<file path="config.mk">
export PLATFORM = sky130hd
export DESIGN_NAME = div_ctrl
export DESIGN_NICKNAME = d
export VERILOG_FILES = /design/src/rtl/div_pkg.sv /design/src/rtl/div_step.sv /design/src/rtl/div_ctrl.sv
export SDC_FILE = /design/constraint.sdc
export NUM_CORES = 1
export LEC_CHECK = 0
export BUFFER_PORTS_ARGS = -buffer_cell sky130_fd_sc_hd__buf_2
export CAP_MARGIN = 20
export CORE_ASPECT_RATIO = 0.9
export CORE_UTILIZATION = 46
export DETAILED_ROUTE_END_ITERATION = 10
export PLACE_DENSITY_LB_ADDON = 0.1
export SLEW_MARGIN = 20
export SYNTH_ARGS = -nofsm -noshare
export SYNTH_HDL_FRONTEND = slang
export SYNTH_SLANG_ARGS = --single-unit
export TNS_END_PERCENT = 30
</file>
<file path="constraint.sdc">
create_clock -name i_clk -period 2.9 [get_ports i_clk]
set_input_delay 0.58 -clock i_clk [delete_from_list [all_inputs] [get_ports i_clk]]
set_output_delay 0.58 -clock i_clk [all_outputs]
set_load 0.1 [all_outputs]
</file>
<file path="src/rtl/div_pkg.sv">
// Shared types and constants for the multi-cycle signed divider.
// Used by the divider controller and its per-cycle step.
package div_pkg;

  localparam int DIV_WIDTH = 32;

  typedef enum logic [1:0] {
    IDLE,
    CALC,
    FIX,
    DONE
  } state_t;

  function automatic int cnt_width(input int w);
    return $clog2(w + 1);
  endfunction

endpackage

</file>
<file path="src/rtl/div_step.sv">
// One restoring shift-subtract step of the divider.
// Produces the next partial remainder and one quotient bit.
module div_step
  import div_pkg::*;
#(
  parameter int WIDTH = DIV_WIDTH
) (
  input  logic [WIDTH:0]   rem,
  input  logic             din,
  input  logic [WIDTH-1:0] dsor,
  output logic [WIDTH:0]   rem_next,
  output logic             qbit
);

  logic [WIDTH:0] shifted;
  logic [WIDTH:0] diff;

  // rem < dsor always holds, so the shifted value fits and
  // the top bit of diff is a clean borrow flag.
  always_comb begin
    shifted  = {rem[WIDTH-1:0], din};
    diff     = shifted - {1'b0, dsor};
    qbit     = ~diff[WIDTH];
    rem_next = qbit ? diff : shifted;
  end

endmodule

</file>
<file path="src/rtl/div_ctrl.sv">
// Multi-cycle signed divider: restoring algorithm, one bit per clock,
// truncating quotient and dividend-signed remainder.
module div_ctrl
  import div_pkg::*;
#(
  parameter int WIDTH = DIV_WIDTH
) (
  input  logic             i_clk,
  input  logic             i_rst_n,
  input  logic             i_start,
  input  logic [WIDTH-1:0] i_first_op,
  input  logic [WIDTH-1:0] i_second_op,
  output logic             o_busy,
  output logic             o_done,
  output logic [WIDTH-1:0] o_data_div,
  output logic [WIDTH-1:0] o_data_rem,
  output logic             o_div_by_zero
);

  localparam int CW = cnt_width(WIDTH);

  state_t state;
  state_t state_nx;

  logic [CW-1:0]    cnt;
  logic [WIDTH-1:0] q;
  logic [WIDTH-1:0] b_mag;
  logic [WIDTH:0]   r;
  logic [WIDTH:0]   r_step;
  logic             q_bit;
  logic             sign_q;
  logic             sign_r;
  logic             dz;

  logic [WIDTH-1:0] a_abs;
  logic [WIDTH-1:0] b_abs;
  logic             b_zero;

  always_comb begin
    a_abs  = i_first_op;
    b_abs  = i_second_op;
    b_zero = (i_second_op == '0);
    if (i_first_op[WIDTH-1]) a_abs = -i_first_op;
    if (i_second_op[WIDTH-1]) b_abs = -i_second_op;
  end

  div_step #(
    .WIDTH(WIDTH)
  ) u_step (
    .rem     (r),
    .din     (q[WIDTH-1]),
    .dsor    (b_mag),
    .rem_next(r_step),
    .qbit    (q_bit)
  );

  always_ff @(posedge i_clk or negedge i_rst_n) begin
    if (!i_rst_n) state <= IDLE;
    else          state <= state_nx;
  end

  always_comb begin
    state_nx = state;
    unique case (state)
      IDLE: begin
        if (i_start) state_nx = b_zero ? DONE : CALC;
      end
      CALC: begin
        if (cnt == CW'(1)) state_nx = FIX;
      end
      FIX:     state_nx = DONE;
      DONE:    state_nx = IDLE;
      default: state_nx = IDLE;
    endcase
  end

  always_ff @(posedge i_clk or negedge i_rst_n) begin
    if (!i_rst_n) begin
      cnt           <= '0;
      q             <= '0;
      r             <= '0;
      b_mag         <= '0;
      sign_q        <= 1'b0;
      sign_r        <= 1'b0;
      dz            <= 1'b0;
      o_busy        <= 1'b0;
      o_done        <= 1'b0;
      o_data_div    <= '0;
      o_data_rem    <= '0;
      o_div_by_zero <= 1'b0;
    end else begin
      // busy also covers the cycle in which o_done is shown
      o_busy <= (state_nx != IDLE) || (state == DONE);
      o_done <= (state == DONE);
      unique case (state)
        IDLE: begin
          if (i_start) begin
            sign_q <= i_first_op[WIDTH-1] ^ i_second_op[WIDTH-1];
            sign_r <= i_first_op[WIDTH-1];
            b_mag  <= b_abs;
            cnt    <= CW'(WIDTH);
            dz     <= b_zero;
            if (b_zero) begin
              q <= '1;
              r <= {1'b0, i_first_op};
            end else begin
              q <= a_abs;
              r <= '0;
            end
          end
        end
        CALC: begin
          q   <= {q[WIDTH-2:0], q_bit};
          r   <= r_step;
          cnt <= cnt - CW'(1);
        end
        FIX: begin
          if (sign_q) q <= -q;
          if (sign_r) r <= {1'b0, -r[WIDTH-1:0]};
        end
        DONE: begin
          o_data_div    <= q;
          o_data_rem    <= r[WIDTH-1:0];
          o_div_by_zero <= dz;
        end
        default: ;
      endcase
    end
  end

endmodule

</file>
==> results.md <==
* Run status: finished with violations
* Violated checks: setup timing
* Endpoint required time on the critical path at 3.22 ns
* Pin count of the biggest net entering global routing at 69
* Actual slew at the worst max-slew pin at 0.901 ns
* Starting utilization of the core area at 47.0%
* Post-synthesis instance area at 12300 sq um
* Avg Synthesized Cell Area at 8.68 sq um
* Hold slack final at 0.101 ns
* List of cells traversed by the critical path: ha_1 > a21o_1 > a211oi_1 > a21oi_1 > o21ai_0 > a21oi_1 > xor2_1 > mux2_4 > a221oi_2 > nor3_1
* Filler cell count at 2344
* Global-route wire length before repair at 63100 microns
* Upper clock frequency limit at 319 MHz
* Endpoint of the lowest-slack register-to-register path: r[24]
* Crit path max fanout at 3
* Number of nets produced by synthesis at 1529
* Total die area at 27400 sq um
* Reg2reg start: r[4]
* Final Util at 60.6%
* Routed wirelength normalized by instance count at 19.4 microns
* CP arrival at 3.45 ns
* Clock period minus final worst setup slack at 3.13 ns
* Clock slew seen by the registers of the worst setup and hold paths at 0.07 ns
* Top cell by count, worst path: a21oi_1
* Type of element capturing the critical path: register
* Number of antenna violations at the first check in global routing at 0
* Proportion of synthesized chip area in sequential cells at 35.4%
* Flop-to-flop setup slack at -0.23 ns
* Total length of routed wires at 40100 microns
* Setup repair after global routing missed its margin: yes
* Max-slew violation count at 0
* Number of I/O port buffers at 133
* Top-level I/O count at 134
* Cell depth of the worst setup path at 10
* Total clock buffers created by CTS at 17
* Rel. slew slack at 39.9%
* R2R cell count at 10
* Startpoint-to-endpoint class of the critical path: reg2reg
* Number of unique standard cell types used by synthesis at 75
* Core Area at 26200 sq um
* Number of violations of the max-capacitance limit at 0
* Via count of the first global-routing pass at 11300
* Total via count after detailed routing at 12000
* Commonest cells after routing, fill and taps aside: buf_4 (216), dfrtp_1 (174), nand2_1 (167)
* Final clock skew at 0.0126 ns
* Total global routing overflow at 0
* Number of standard-cell rows in the floorplan at 56
* Post-synth ARST share at 100%
* Vias/cell at 5.78
* Initial DRT Pass Iterations at 6
* Half-perimeter wire length of the detailed placement result at 29800 microns
* Residual DRC count at 0
* Routability cong. at 0.900
* Largest incremental delay on the critical path at 0.60 ns
* Crit path max-delay family: compound AO/OA/AOI/OAI gates
* DIE HEIGHT at 157 microns
* Number of enable flip-flop cells after synthesis at 0
* Yosys warning total at 0
* Path class of the lowest-slack min-delay path: in2async
* Crit path from: r[4]
* Maximum buffer depth of the clock tree at 2
* Growth of design area from synthesis to finish at 28.9%
* Final setup vio count at 28
* Fin worst setup slack at -0.234 ns
* Pre-CTS WS at -0.403 ns
* Startpoint type of the worst setup path: register
* Fraction of final layout cells with drive strength greater than 1 at 31.9%
* Library cell contributing the largest single delay on the critical path: o21ai_0
* Most common cell after layout, fill and taps aside: buf_4
* GRT Overall Usage at 29.7%
* Maximum level of the CTS H-tree at 4
* Total count of hold-check failures in the final report at 0
* Number of inserted diodes at 0
* Share of the clock period used by the worst path after layout at 108%
* Most common flop cell mapped by yosys: dfrtp_1
* Number of flip-flops and latches in the synthesized netlist at 174
* Number of instances in the synthesized netlist at 1419
* Number of DRC markers in iteration 0 at 1091
* End of the critical path: r[24]
* Count of nets left with antenna violations after detail routing at 0
* TritonCTS clock tree: built
* Buffer type at the clock tree root: clkbuf_16
* Number of nets in the layout at 1819
* Total clock sinks at 174
* Total buffers and inverters traversed by the critical path at 0
* Hold Buf Count CTS at 0
* Horiz. Die Dim at 174 microns
* Source-to-sink clock delay at the later pin of the worst-skew pair at 0.45 ns
layer usage:
metal / global-route usage [%] / up-vias / part of all wire [%]
li1: - / 5742 / -
met1: 42.1 / 5777 / 47
met2: 46.7 / 400 / 45
met3: 4.98 / 45 / 6.2
met4: 8.02 / 0 / 1.7
met5: 0 / - / 0
worst min path at each step:
stage               startpoint   endpoint  slack (ns)  depth (start not counted)
CTS                    i_rst_n   b_mag[4]        0.12                          1
finish                 i_rst_n   b_mag[4]        0.10                          1
detailed placement   b_mag[10]  b_mag[10]        0.47                          2
global route           i_rst_n   b_mag[4]        0.12                          1
global placement            dz         dz        0.47                          2
floorplan              i_rst_n   b_mag[0]        0.28                          0
synthesized netlist by cell type, types with 24 or more instances:
cell type,number,area share (%)
nand2_1,170,5.2
o21ai_1,34,1.4
nor3_1,49,2.0
ha_1,42,4.3
mux2_2,66,6.0
nor2_1,86,2.6
xnor2_1,57,4.1
inv_1,54,1.6
o21ai_0,71,2.9
dfrtp_1,174,35
clkbuf_1,68,2.1
a21o_1,24,1.5
xor2_1,64,4.6
a21oi_1,108,4.4
area by class of cell:
cell class,count,area [sq um],share of cell area [%]
Multi-Input combinational cell,1104,7860,49.5
Inverter,54,203,1.28
Sequential cell,174,4350,27.4
Clock inverter,8,58.8,0.371
Timing Repair Buffer,358,2470,15.5
Clock buffer,24,492,3.10
Tap cell,348,435,2.74
kinds of logic (layout without fill, tap and decap cells):
group / after synthesis / count (layout) / synth area share, %
muxes: 90 / 90 / 8.12
adders and majority gates: 43 / 43 / 4.43
AOI/OAI and AO/OA: 407 / 407 / 21.5
DFF: 174 / 174 / 35.4
buffers and inverters: 141 / 444 / 4.50
xor gates and xnor gates: 121 / 121 / 8.61
and+or+nand+nor: 443 / 443 / 17.5
through the flow:
stage,instances,cell area (sq um),setup TNS [ns]
2_1_floorplan,1419,12400,-0.917
4_1_cts,2070,15700,-3.00
5_1_grt,2070,15900,-6.99
6_report,2070,15900,-3.38
3_3_place_gp,2037,15000,-16.24
3_5_place_dp,2037,15000,-17.96
what timing repair did:
item                       4_1_cts  5_1_grt
setup endpoints to repair       29       40
setup buffers                    1        0
resized for setup               22       33
pin swaps                       10       10
sequential cells by signal (all words and copies together) (netlist names), 2 cells and up:
name and count:
b_mag 32, cnt 6, o_data_div 32, o_data_rem 32
q 32, r 32, state 2
Power is left out: the tool's default activity adds up to more than one toggle a clock period on the data nets, which glitch-free logic cannot reach.
